[src/rtl/uart_imem_loader.sv]
// UART instruction-memory loader.
// Receives 8N1 bytes on rx_i, packs them little-endian into 32-bit words and
// writes each word to consecutive instruction-memory addresses.  The FPU core
// is held in reset until a terminator word arrives or the memory is full.
module uart_imem_loader #(
    parameter int          CLKS_PER_BIT = 347,
    parameter int          ADDR_W       = 8,
    parameter logic [31:0] END_WORD     = 32'h0000_0FFF
) (
    input  logic              wb_clk_i,
    input  logic              wb_rst_i,
    input  logic              rx_i,
    output logic              ready_o,
    output logic              imem_we_o,
    output logic [ADDR_W-1:0] imem_addr_o,
    output logic [31:0]       imem_wdata_o,
    output logic              core_rst_o,
    output logic              done_o,
    output logic              frame_err_o
);

    localparam int CNT_W = $clog2(CLKS_PER_BIT);
    localparam logic [CNT_W-1:0] BIT_LAST  = CNT_W'(CLKS_PER_BIT - 1);
    localparam logic [CNT_W-1:0] HALF_LAST = CNT_W'(CLKS_PER_BIT / 2 - 1);

    // Loader states
    localparam logic [1:0] S_INIT = 2'd0;
    localparam logic [1:0] S_LOAD = 2'd1;
    localparam logic [1:0] S_DONE = 2'd2;

    // Receiver states
    localparam logic [1:0] R_IDLE  = 2'd0;
    localparam logic [1:0] R_START = 2'd1;
    localparam logic [1:0] R_DATA  = 2'd2;
    localparam logic [1:0] R_STOP  = 2'd3;

    localparam logic [ADDR_W-1:0] ADDR_ONE = {{(ADDR_W-1){1'b0}}, 1'b1};

    logic              rx_meta;
    logic              rxs;
    logic [1:0]        state;
    logic [1:0]        rx_state;
    logic [CNT_W-1:0]  clk_cnt;
    logic [2:0]        bit_cnt;
    logic [7:0]        shift;
    logic [1:0]        byte_cnt;
    logic [23:0]       word_lo;
    logic [ADDR_W-1:0] addr_cnt;
    logic              byte_valid;
    logic [31:0]       full_word;

    // A byte is valid in the same cycle its stop bit is sampled high.
    assign byte_valid = (state == S_LOAD) && (rx_state == R_STOP) &&
                        (clk_cnt == BIT_LAST) && rxs;

    // Only meaningful when the fourth byte is the one arriving.
    assign full_word = {shift, word_lo};

    // Two-flop synchronizer for the asynchronous serial line.
    always_ff @(posedge wb_clk_i or posedge wb_rst_i) begin
        if (wb_rst_i) begin
            rx_meta <= 1'b1;
            rxs     <= 1'b1;
        end else begin
            rx_meta <= rx_i;
            rxs     <= rx_meta;
        end
    end

    // Bit-level receiver; held idle whenever the loader is not accepting bytes.
    always_ff @(posedge wb_clk_i or posedge wb_rst_i) begin
        if (wb_rst_i) begin
            rx_state    <= R_IDLE;
            clk_cnt     <= '0;
            bit_cnt     <= '0;
            shift       <= '0;
            frame_err_o <= 1'b0;
        end else if (state != S_LOAD) begin
            rx_state <= R_IDLE;
            clk_cnt  <= '0;
        end else begin
            case (rx_state)
                R_IDLE: begin
                    if (!rxs) begin
                        rx_state <= R_START;
                        clk_cnt  <= '0;
                        bit_cnt  <= '0;
                    end
                end
                R_START: begin
                    if (clk_cnt == HALF_LAST) begin
                        clk_cnt  <= '0;
                        rx_state <= rxs ? R_IDLE : R_DATA;
                    end else begin
                        clk_cnt <= clk_cnt + 1'b1;
                    end
                end
                R_DATA: begin
                    if (clk_cnt == BIT_LAST) begin
                        clk_cnt <= '0;
                        shift   <= {rxs, shift[7:1]};
                        bit_cnt <= bit_cnt + 1'b1;
                        if (bit_cnt == 3'd7) begin
                            rx_state <= R_STOP;
                        end
                    end else begin
                        clk_cnt <= clk_cnt + 1'b1;
                    end
                end
                R_STOP: begin
                    if (clk_cnt == BIT_LAST) begin
                        clk_cnt  <= '0;
                        rx_state <= R_IDLE;
                        if (!rxs) begin
                            frame_err_o <= 1'b1;
                        end
                    end else begin
                        clk_cnt <= clk_cnt + 1'b1;
                    end
                end
                default: rx_state <= R_IDLE;
            endcase
        end
    end

    // Loader sequencing, word packing and instruction-memory writes.
    always_ff @(posedge wb_clk_i or posedge wb_rst_i) begin
        if (wb_rst_i) begin
            state        <= S_INIT;
            byte_cnt     <= '0;
            word_lo      <= '0;
            addr_cnt     <= '0;
            imem_we_o    <= 1'b0;
            imem_addr_o  <= '0;
            imem_wdata_o <= '0;
        end else begin
            imem_we_o <= 1'b0;
            case (state)
                S_INIT: state <= S_LOAD;
                S_LOAD: begin
                    if (imem_we_o) begin
                        if (addr_cnt == {ADDR_W{1'b1}}) begin
                            state <= S_DONE;
                        end else begin
                            addr_cnt <= addr_cnt + ADDR_ONE;
                        end
                    end
                    if (byte_valid) begin
                        byte_cnt <= byte_cnt + 1'b1;
                        case (byte_cnt)
                            2'd0: word_lo[7:0]   <= shift;
                            2'd1: word_lo[15:8]  <= shift;
                            2'd2: word_lo[23:16] <= shift;
                            default: begin
                                if (full_word == END_WORD) begin
                                    state    <= S_DONE;
                                    byte_cnt <= '0;
                                end else begin
                                    imem_we_o    <= 1'b1;
                                    imem_addr_o  <= addr_cnt;
                                    imem_wdata_o <= full_word;
                                end
                            end
                        endcase
                    end
                end
                default: state <= S_DONE;
            endcase
        end
    end

    // Registered status outputs derived from the loader state.
    always_ff @(posedge wb_clk_i or posedge wb_rst_i) begin
        if (wb_rst_i) begin
            ready_o    <= 1'b0;
            done_o     <= 1'b0;
            core_rst_o <= 1'b1;
        end else begin
            ready_o    <= (state == S_LOAD);
            done_o     <= (state == S_DONE);
            core_rst_o <= (state != S_DONE);
        end
    end

endmodule

[config.mk]
export PLATFORM = sky130hd
export DESIGN_NAME = uart_imem_loader
export DESIGN_NICKNAME = d
export VERILOG_FILES = /design/src/rtl/uart_imem_loader.sv
export SDC_FILE = /design/constraint.sdc
export NUM_CORES = 1
export LEC_CHECK = 0
export CORE_ASPECT_RATIO = 0.6
export CORE_MARGIN = 2
export CORE_UTILIZATION = 35
export DETAILED_ROUTE_END_ITERATION = 8
export SYNTH_ARGS = -nofsm -noshare
export SYNTH_HDL_FRONTEND = slang
export SYNTH_SLANG_ARGS = --single-unit
export TNS_END_PERCENT = 100
[constraint.sdc]
create_clock -name wb_clk_i -period 3.5 [get_ports wb_clk_i]
set_input_delay 0.525 -clock wb_clk_i [delete_from_list [all_inputs] [get_ports wb_clk_i]]
set_output_delay 0.525 -clock wb_clk_i [all_outputs]
set_load 0.05 [all_outputs]
==> metrics.log, run 1 <==
INFO  metric global_route.usage.met1 = 0.2134
INFO  metric tightest_slew = 0.6779 ns
INFO  metric finalCritPeriodShare = 0.7330
INFO  metric grt_pass1_wl = 15.84 mm
INFO  metric floorplan.die.width = 153.8 um
INFO  metric ctsHtreeMaxLevel = 3
INFO  metric drcViolationCount = 0
INFO  metric hold_buffers = 0
INFO  metric powerDensity = 427.6 nW/um2
INFO  metric tritoncts_clock_tree = yes
INFO  metric finalWirelength = 9.206 mm
INFO  metric track_usage = 0.1388
INFO  metric clock_sinks = 105
INFO  metric ff_latch_area = 2631 um2
INFO  metric timing.max_slew.rel_slack = 0.5472
INFO  metric post_cts_buffers = 0
INFO  metric dr.pass1.iters = 4
INFO  metric syn_area_per_cell = between 10 and 15 um2
INFO  metric post-route-cell-area = 5640 um2
INFO  metric fp-row-count = 32
INFO  metric timing_max_transition_violations_final = 0
INFO  metric cp_max_fo = 36
INFO  metric clock_skews = 0.009159 ns
INFO  metric synth_top_area_share = 0.5420
INFO  metric global_route.usage.met2 = 0.1922
INFO  metric fp.dieArea = 14430 um2
INFO  metric outcome = complete, no violations
INFO  metric globalplace.congestion = 0.7771
INFO  metric avgRoutedWirePerCell = around 16 um
INFO  metric clkLatencyLatePin = 0.34 ns
INFO  metric antenna_cells_inserted = 0
INFO  metric ys_async_sr_fraction = 1.000
INFO  metric via_count = about 2800
INFO  metric synth.yosys.seq_area_share = 0.5587
INFO  metric area_delta_synth_final = 19.77%
INFO  metric hold_violations = 0
INFO  metric cts.path.max_buffers = 2
INFO  metric nFillCells = around 1200
INFO  metric start_util = 0.3630
INFO  metric fin_nets = 416
INFO  metric power = 0.002412 W
INFO  metric synth_cell_types = 55
INFO  metric grt-busiest-layer = met1
INFO  metric synth_area_leader_cell = sky130_fd_sc_hd__dfrtp_1
INFO  metric post_route_cells_drive_above_1_share = 0.2353
INFO  metric timing.setup.critical_path_class = reg2reg
INFO  metric setup_tns = 0 ns
INFO  metric hpwlAfterDp = 6.524 mm
INFO  metric final_common_cell = sky130_fd_sc_hd__dfrtp_1
INFO  metric finalCriticalPeriod = 2.565 ns
INFO  metric num_cts_buffers = 9
INFO  metric mappedNetlistNets = 366
INFO  metric die_height = between 90 and 100 um
INFO  metric worstSetupStartpointType = register
INFO  metric avgViaCountPerCell = 4.908
INFO  metric postCtsResizedCells = 0
INFO  metric detail_route.iter0.violations = 160
INFO  metric floorplan.core_area = 12970 um2
INFO  metric io_buffers = 47
INFO  metric antenna_violating_nets_post_route = 0
INFO  metric met3_usage = 0.03459
INFO  metric grt_start_max_net_pins = 55
INFO  metric ioPinCount = 48
INFO  metric rsz_0062_raised_after_global_routing = false
INFO  metric ir_worst_vdd = 0.2282 mV
INFO  metric synth_cells = about 350
INFO  metric grt_antenna_before_repair = 0
INFO  metric finalSetupViolCount = 0
INFO  metric first_global_vias = 2946
INFO  metric hold_path_class = reg2reg
INFO  metric static-leakage-power = around 2.6 nW
INFO  metric hold_slack = around 0.36 ns
INFO  metric synth-edff-count = 0
INFO  metric most_frequent_cells_in_the_layout = sky130_fd_sc_hd__dfrtp_1, sky130_fd_sc_hd__clkdlybuf4s50_1, sky130_fd_sc_hd__nand2_1, sky130_fd_sc_hd__mux2_4, sky130_fd_sc_hd__mux2_2
INFO  metric worst-r2r-cell-count = 7
INFO  metric synth-warning-count = 0
INFO  metric critPathArrivalTime = 2.79 ns
INFO  metric placed_cell_area = ~5400 um2
INFO  metric multiInputGateArea = 1944 um2
INFO  metric syn_area = 4710 um2
INFO  metric synth-seq-cells = ~110
INFO  metric global_route.overflow_total = 0
INFO  metric timing.critical_path.to_type = register
INFO  metric fmax = between 300 and 400 MHz
INFO  metric whs_path_depth = 0
INFO  metric worst-endpoint-required = between 3 and 4 ns
INFO  metric dominantRegCellSynth = sky130_fd_sc_hd__dfrtp_1
INFO  metric cap_viol_max_count = 0
INFO  metric cts-root-buf = sky130_fd_sc_hd__clkbuf_16
INFO  metric synth.area.top_cells = sky130_fd_sc_hd__dfrtp_1, sky130_fd_sc_hd__mux2_4, sky130_fd_sc_hd__mux2_2
INFO  metric clk_pin_slew_worst_paths = 0.07 ns
-- final timing paths --
check / startpoint / end / slack [ns]
worst max-delay path: clk_cnt[0] / imem_wdata_o[3] / 0.93
min in group asynchronous: wb_rst_i / imem_addr_o[3] / 0.63
worst min register to register: rx_meta / rxs / 0.36
worst min-delay path: rx_meta / rxs / 0.36
worst max register to register: clk_cnt[0] / imem_wdata_o[3] / 0.93
max in group asynchronous: wb_rst_i / word_lo[20] / 2.14
-- critical path: stages, from the launching register on --
cell                       delay [ns]
sky130_fd_sc_hd__dfrtp_1         0.41
sky130_fd_sc_hd__inv_1           0.12
sky130_fd_sc_hd__ha_1            0.15
sky130_fd_sc_hd__and4b_1         0.39
sky130_fd_sc_hd__nand4_1         0.20
sky130_fd_sc_hd__a211oi_4        0.48
sky130_fd_sc_hd__buf_12          0.33
sky130_fd_sc_hd__mux2_4          0.33
-- cell usage after synthesis (3+ instances only) --
master / count
sky130_fd_sc_hd__a31oi_1: 3
sky130_fd_sc_hd__buf_8: 4
sky130_fd_sc_hd__clkbuf_1: 4
sky130_fd_sc_hd__dfrtp_1: 102
sky130_fd_sc_hd__dfstp_2: 3
sky130_fd_sc_hd__ha_1: 10
sky130_fd_sc_hd__inv_1: 13
sky130_fd_sc_hd__mux2_2: 25
sky130_fd_sc_hd__mux2_4: 40
sky130_fd_sc_hd__nand2_1: 45
sky130_fd_sc_hd__nand3_1: 9
sky130_fd_sc_hd__nand4_1: 6
sky130_fd_sc_hd__nor2_1: 9
sky130_fd_sc_hd__nor3_1: 7
sky130_fd_sc_hd__o21ai_0: 4
sky130_fd_sc_hd__o22ai_1: 5
sky130_fd_sc_hd__o2bb2ai_1: 3
sky130_fd_sc_hd__or4_1: 4
sky130_fd_sc_hd__xor2_1: 7
-- per-stage QoR --
step | setup slack, ns | utilization | instances
finish | 0.9346 | 0.4348 | 578
global route | 0.7734 | 0.4348 | 578
CTS | 0.9455 | 0.4348 | 578
detailed placement | 0.9660 | 0.4124 | 562
global placement | 1.035 | 0.4124 | 562
floorplan | 0.2194 | - | 353
-- where the power goes --
group / total [W] / internal (W) / switching, W
Clock: 0.000969 / 0.000500 / 0.000468
Combinational: 0.000142 / 0.0000559 / 0.0000860
Sequential: 0.00130 / 0.00125 / 0.0000550
-- per-layer routing --
metal | vias up | part of all wire | routed length [um]
met5 | - | 0 | 0
met4 | 0 | 0.0068 | 63
met3 | 7 | 0.038 | 349
met2 | 48 | 0.40 | 3700
met1 | 1418 | 0.55 | 5092
li1 | 1364 | - | -
-- registers in the layout (all words and copies together) (netlist names), 2 cells and up --
name and flops:
bit_cnt 3, imem_addr_o 8, state 2, byte_cnt 2, addr_cnt 8, imem_wdata_o 32, shift 8, rx_state 2
clk_cnt 9, word_lo 24
-- cell type report --
| cell class | instances | share of cell area |
|---|---|---|
| clock inverter | 6 | 0.01087 |
| tap | 170 | 0.03771 |
| timing repair buffer | 49 | 0.09051 |
| inverter | 13 | 0.009095 |
| multi-input combinational | 225 | 0.3447 |
| sequential | 105 | 0.4665 |
| clock buffer | 10 | 0.04059 |
-- kinds of logic (layout without fill, tap and decap cells) --
kind of cell / count (synthesis) / after routing / share of synthesized area
flops: 105 / 105 / 0.5587
simple gates: 105 / 105 / 0.1246
mux: 66 / 66 / 0.1894
compound gates: 36 / 36 / 0.05739
buf+inv: 23 / 78 / 0.02843
fa+ha+maj: 10 / 10 / 0.02657
xor+xnor: 8 / 8 / 0.01488
(Power assumes the default switching activity.)
==> run 2: changes to the inputs <==
==> constraint.sdc (replaced) <==
create_clock -name wb_clk_i -period 2.1 [get_ports wb_clk_i]
set_input_delay 0.315 -clock wb_clk_i [delete_from_list [all_inputs] [get_ports wb_clk_i]]
set_output_delay 0.315 -clock wb_clk_i [all_outputs]
set_load 0.05 [all_outputs]
==> run 2 against run 1 <==
  * The run now ends with negative setup slack left
  * Combinational power increased to 2.6 times the previous value
  * Power increased by 71%
  * Sequential cell count unchanged
  * Critical path type unchanged
  * Largest power group unchanged
==> metrics.log, run 2 (synthesized netlist as in run 1, its figures left out) <==
INFO  metric regToRegEndpoint = imem_wdata_o[17]
INFO  metric crit-reg2reg-launch = shift[7]
INFO  metric hold_buffers = 0 (unchanged)
INFO  metric hold_violations = 0 (unchanged)
INFO  metric via_count = 3071 (+8.2%)
INFO  metric tritoncts_clock_tree = yes
INFO  metric finalSetupViolCount = 40 (+40)
INFO  metric top_register = imem_wdata_o
INFO  metric outcome = finished with violations
INFO  metric timing.reg2reg.setup_slack = -0.07 ns (-1.01 ns)
INFO  metric grt_start_max_net_pins = 106 (+93%)
INFO  metric globalplace.congestion = 0.8311 (+6.9%)
INFO  metric largest_register_ffs = 32 (unchanged)
INFO  metric post-route-worst-setup-slack = -0.07065 ns (-1.005 ns)
INFO  metric timing.critical_path.to_type = register
INFO  metric fp.dieArea = 14430 um2 (unchanged)
INFO  metric finalWirelength = 9.863 mm (+7.1%)
INFO  metric setup_tns = -2.235 ns (-2.235 ns)
INFO  metric avgViaCountPerCell = 4.945 (+0.75%)
INFO  metric grt_antenna_before_repair = 0 (unchanged)
INFO  metric hold_end = rxs
INFO  metric clock_sinks = 105 (unchanged)
INFO  metric grt_pass1_wl = 16.52 mm (+4.3%)
INFO  metric antenna_violating_nets_post_route = 0 (unchanged)
INFO  metric finalCritPeriodShare = 1.034 (+0.3007)
INFO  metric timing_max_transition_violations_final = 0 (unchanged)
INFO  metric die_height = 93.85 um (unchanged)
INFO  metric ctsHtreeMaxLevel = 3 (unchanged)
INFO  metric area_delta_synth_final = 28.75%
INFO  metric worst-r2r-cell-count = 6 (-1)
INFO  metric first_global_vias = 3106 (+5.4%)
INFO  metric worstSetupStartpointType = register
INFO  metric whs_path_depth = 0 (unchanged)
INFO  metric hold_slack = 0.3560 ns (-0.004260 ns)
INFO  metric avgRoutedWirePerCell = 15.88 um (-0.28%)
INFO  metric fp-row-count = 32 (unchanged)
INFO  metric failed_checks = negative setup slack
INFO  metric ioPinCount = 48 (unchanged)
INFO  metric ir_worst_vdd = 0.3484 mV (+53%)
INFO  metric most_frequent_cells_in_the_layout = sky130_fd_sc_hd__dfrtp_1, sky130_fd_sc_hd__clkdlybuf4s50_1, sky130_fd_sc_hd__nand2_1, sky130_fd_sc_hd__mux2_4, sky130_fd_sc_hd__buf_4
INFO  metric timing.setup.critical_path_class = reg2reg
INFO  metric clock_skews = 0.005481 ns (-0.003678 ns)
INFO  metric track_usage = 0.1455 (+0.006696)
INFO  metric place_inst = 601 (+6.9%)
INFO  metric pre_cts_ws = -0.02664 ns (-0.9926 ns)
INFO  metric cts-root-buf = sky130_fd_sc_hd__clkbuf_16
INFO  metric ff_latch_area = 2631 um2 (unchanged)
INFO  metric start_util = 0.3630 (unchanged)
INFO  metric worst-endpoint-required = 2.33 ns (-1.40 ns)
INFO  metric finalCriticalPeriod = 2.171 ns (-0.3948 ns)
INFO  metric num_cts_buffers = 9 (unchanged)
INFO  metric floorplan.core_area = 12970 um2 (unchanged)
INFO  metric post-route-util = 0.4674 (+0.03260)
INFO  metric post_layout_nonfiller_instances = 621 (+7.4%)
INFO  metric largestRegisters = imem_wdata_o (32), word_lo (24), clk_cnt (9)
INFO  metric floorplan.die.width = 153.8 um (unchanged)
INFO  metric critPathArrivalTime = 2.40 ns (-0.39 ns)
INFO  metric multiInputGateArea = 1954 um2 (+0.51%)
INFO  metric cp_max_fo = 10 (-72%)
INFO  metric powerDensity = 681.8 nW/um2 (+59%)
INFO  metric fmax = 460.7 MHz (+18%)
INFO  metric global_route.overflow_total = 0 (unchanged)
INFO  metric clk_pin_slew_worst_paths = 0.07 ns (about the same)
INFO  metric final_common_cell = sky130_fd_sc_hd__dfrtp_1
INFO  metric nFillCells = 1155 (-2.7%)
INFO  metric hold_path_startpoint = rx_meta
INFO  metric static-leakage-power = 2.878 nW (+9.8%)
INFO  metric clkLatencyLatePin = 0.34 ns (about the same)
INFO  metric timing.max_slew.rel_slack = 0.6056 (+0.05833)
INFO  metric fin_nets = 459 (+10%)
INFO  metric post_route_cells_drive_above_1_share = 0.3171 (+0.08178)
INFO  metric io_buffers = 47 (unchanged)
INFO  metric cap_viol_max_count = 0 (unchanged)
INFO  metric rsz_0062_raised_after_global_routing = true
INFO  metric drcViolationCount = 0 (unchanged)
INFO  metric hold_path_class = reg2reg
INFO  metric hpwlAfterDp = 6.990 mm (+7.1%)
INFO  metric tightest_slew = 0.5884 ns (-0.08946 ns)
INFO  metric antenna_cells_inserted = 0 (unchanged)
INFO  metric detail_route.iter0.violations = 201 (+26%)
INFO  metric dr.pass1.iters = 4 (unchanged)
INFO  metric cts.path.max_buffers = 2 (unchanged)
-- run 2: cell types whose count changed in the layout (fill, tap and decap cells not counted), moves of 2 or more --
cell / delta
sky130_fd_sc_hd__buf_12: +5
sky130_fd_sc_hd__buf_4: +37
sky130_fd_sc_hd__clkbuf_8: +2
sky130_fd_sc_hd__or4_1: -2
sky130_fd_sc_hd__or4_4: +2
-- run 2: cell type report --
cell class | instances | area share
Multi-Input combinational cell | 225 | 0.3223
Tap cell | 170 | 0.03508
Inverter | 13 | 0.008667
Sequential cell | 105 | 0.4340
Timing Repair Buffer | 92 | 0.1506
Clock buffer | 11 | 0.04168
Clock inverter | 5 | 0.007635
-- run 2: worst max-delay path by stage --
| stage | endpoint | slack [ns] | from | cells after the start |
|---|---|---|---|---|
| 6_report | imem_wdata_o[17] | -0.07 | shift[7] | 6 |
| 5_1_grt | imem_wdata_o[3] | -0.11 | shift[7] | 6 |
| 4_1_cts | imem_wdata_o[18] | -0.03 | clk_cnt[0] | 7 |
| 3_5_place_dp | imem_wdata_o[29] | -0.03 | clk_cnt[0] | 7 |
| 3_3_place_gp | imem_wdata_o[14] | 0.03 | clk_cnt[0] | 7 |
| 2_1_floorplan | imem_addr_o[0] | 0.03 | clk_cnt[0] | 8 |
-- run 2: per-layer routing --
layer  vias up  GRT usage  share of wire
li1       1463          -              -
met1      1540     0.2244           0.53
met2        61     0.2000           0.42
met3         7    0.03782          0.041
met4         0    0.03746         0.0071
met5         -          0              0
-- run 2: timing repair --
| action | 4_1_cts | 5_1_grt |
|---|---|---|
| gates cloned | 0 | 1 |
| setup endpoints to repair | 31 | 40 |
| pin swaps | 0 | 3 |
| resized for setup | 0 | 3 |
| setup buffers | 0 | 3 |
-- run 2: per-stage QoR --
step / total power (W) / cell area, um2
after floorplan: 0.002365 / 4713
after global placement: 0.002514 / 5694
after detailed placement: 0.002523 / 5694
after CTS: 0.004182 / 5993
after global routing: 0.004342 / 6063
final: 0.004134 / 6063
-- run 2: power breakdown --
group | leakage (nW) | switching [W] | internal, W
clock | 0.149 | 0.000762 | 0.000891
combinational | 1.29 | 0.000205 | 0.000161
sequential | 1.43 | 0.0000369 | 0.00208
-- run 2: worst max-delay path, cell delays in order, from the launching register on --
cell                        delay (ns)
sky130_fd_sc_hd__dfrtp_1          0.40
sky130_fd_sc_hd__or4b_4           0.54
sky130_fd_sc_hd__nor4_4           0.39
sky130_fd_sc_hd__a211oi_4         0.12
sky130_fd_sc_hd__buf_12           0.15
sky130_fd_sc_hd__clkbuf_16        0.17
sky130_fd_sc_hd__mux2_4           0.30
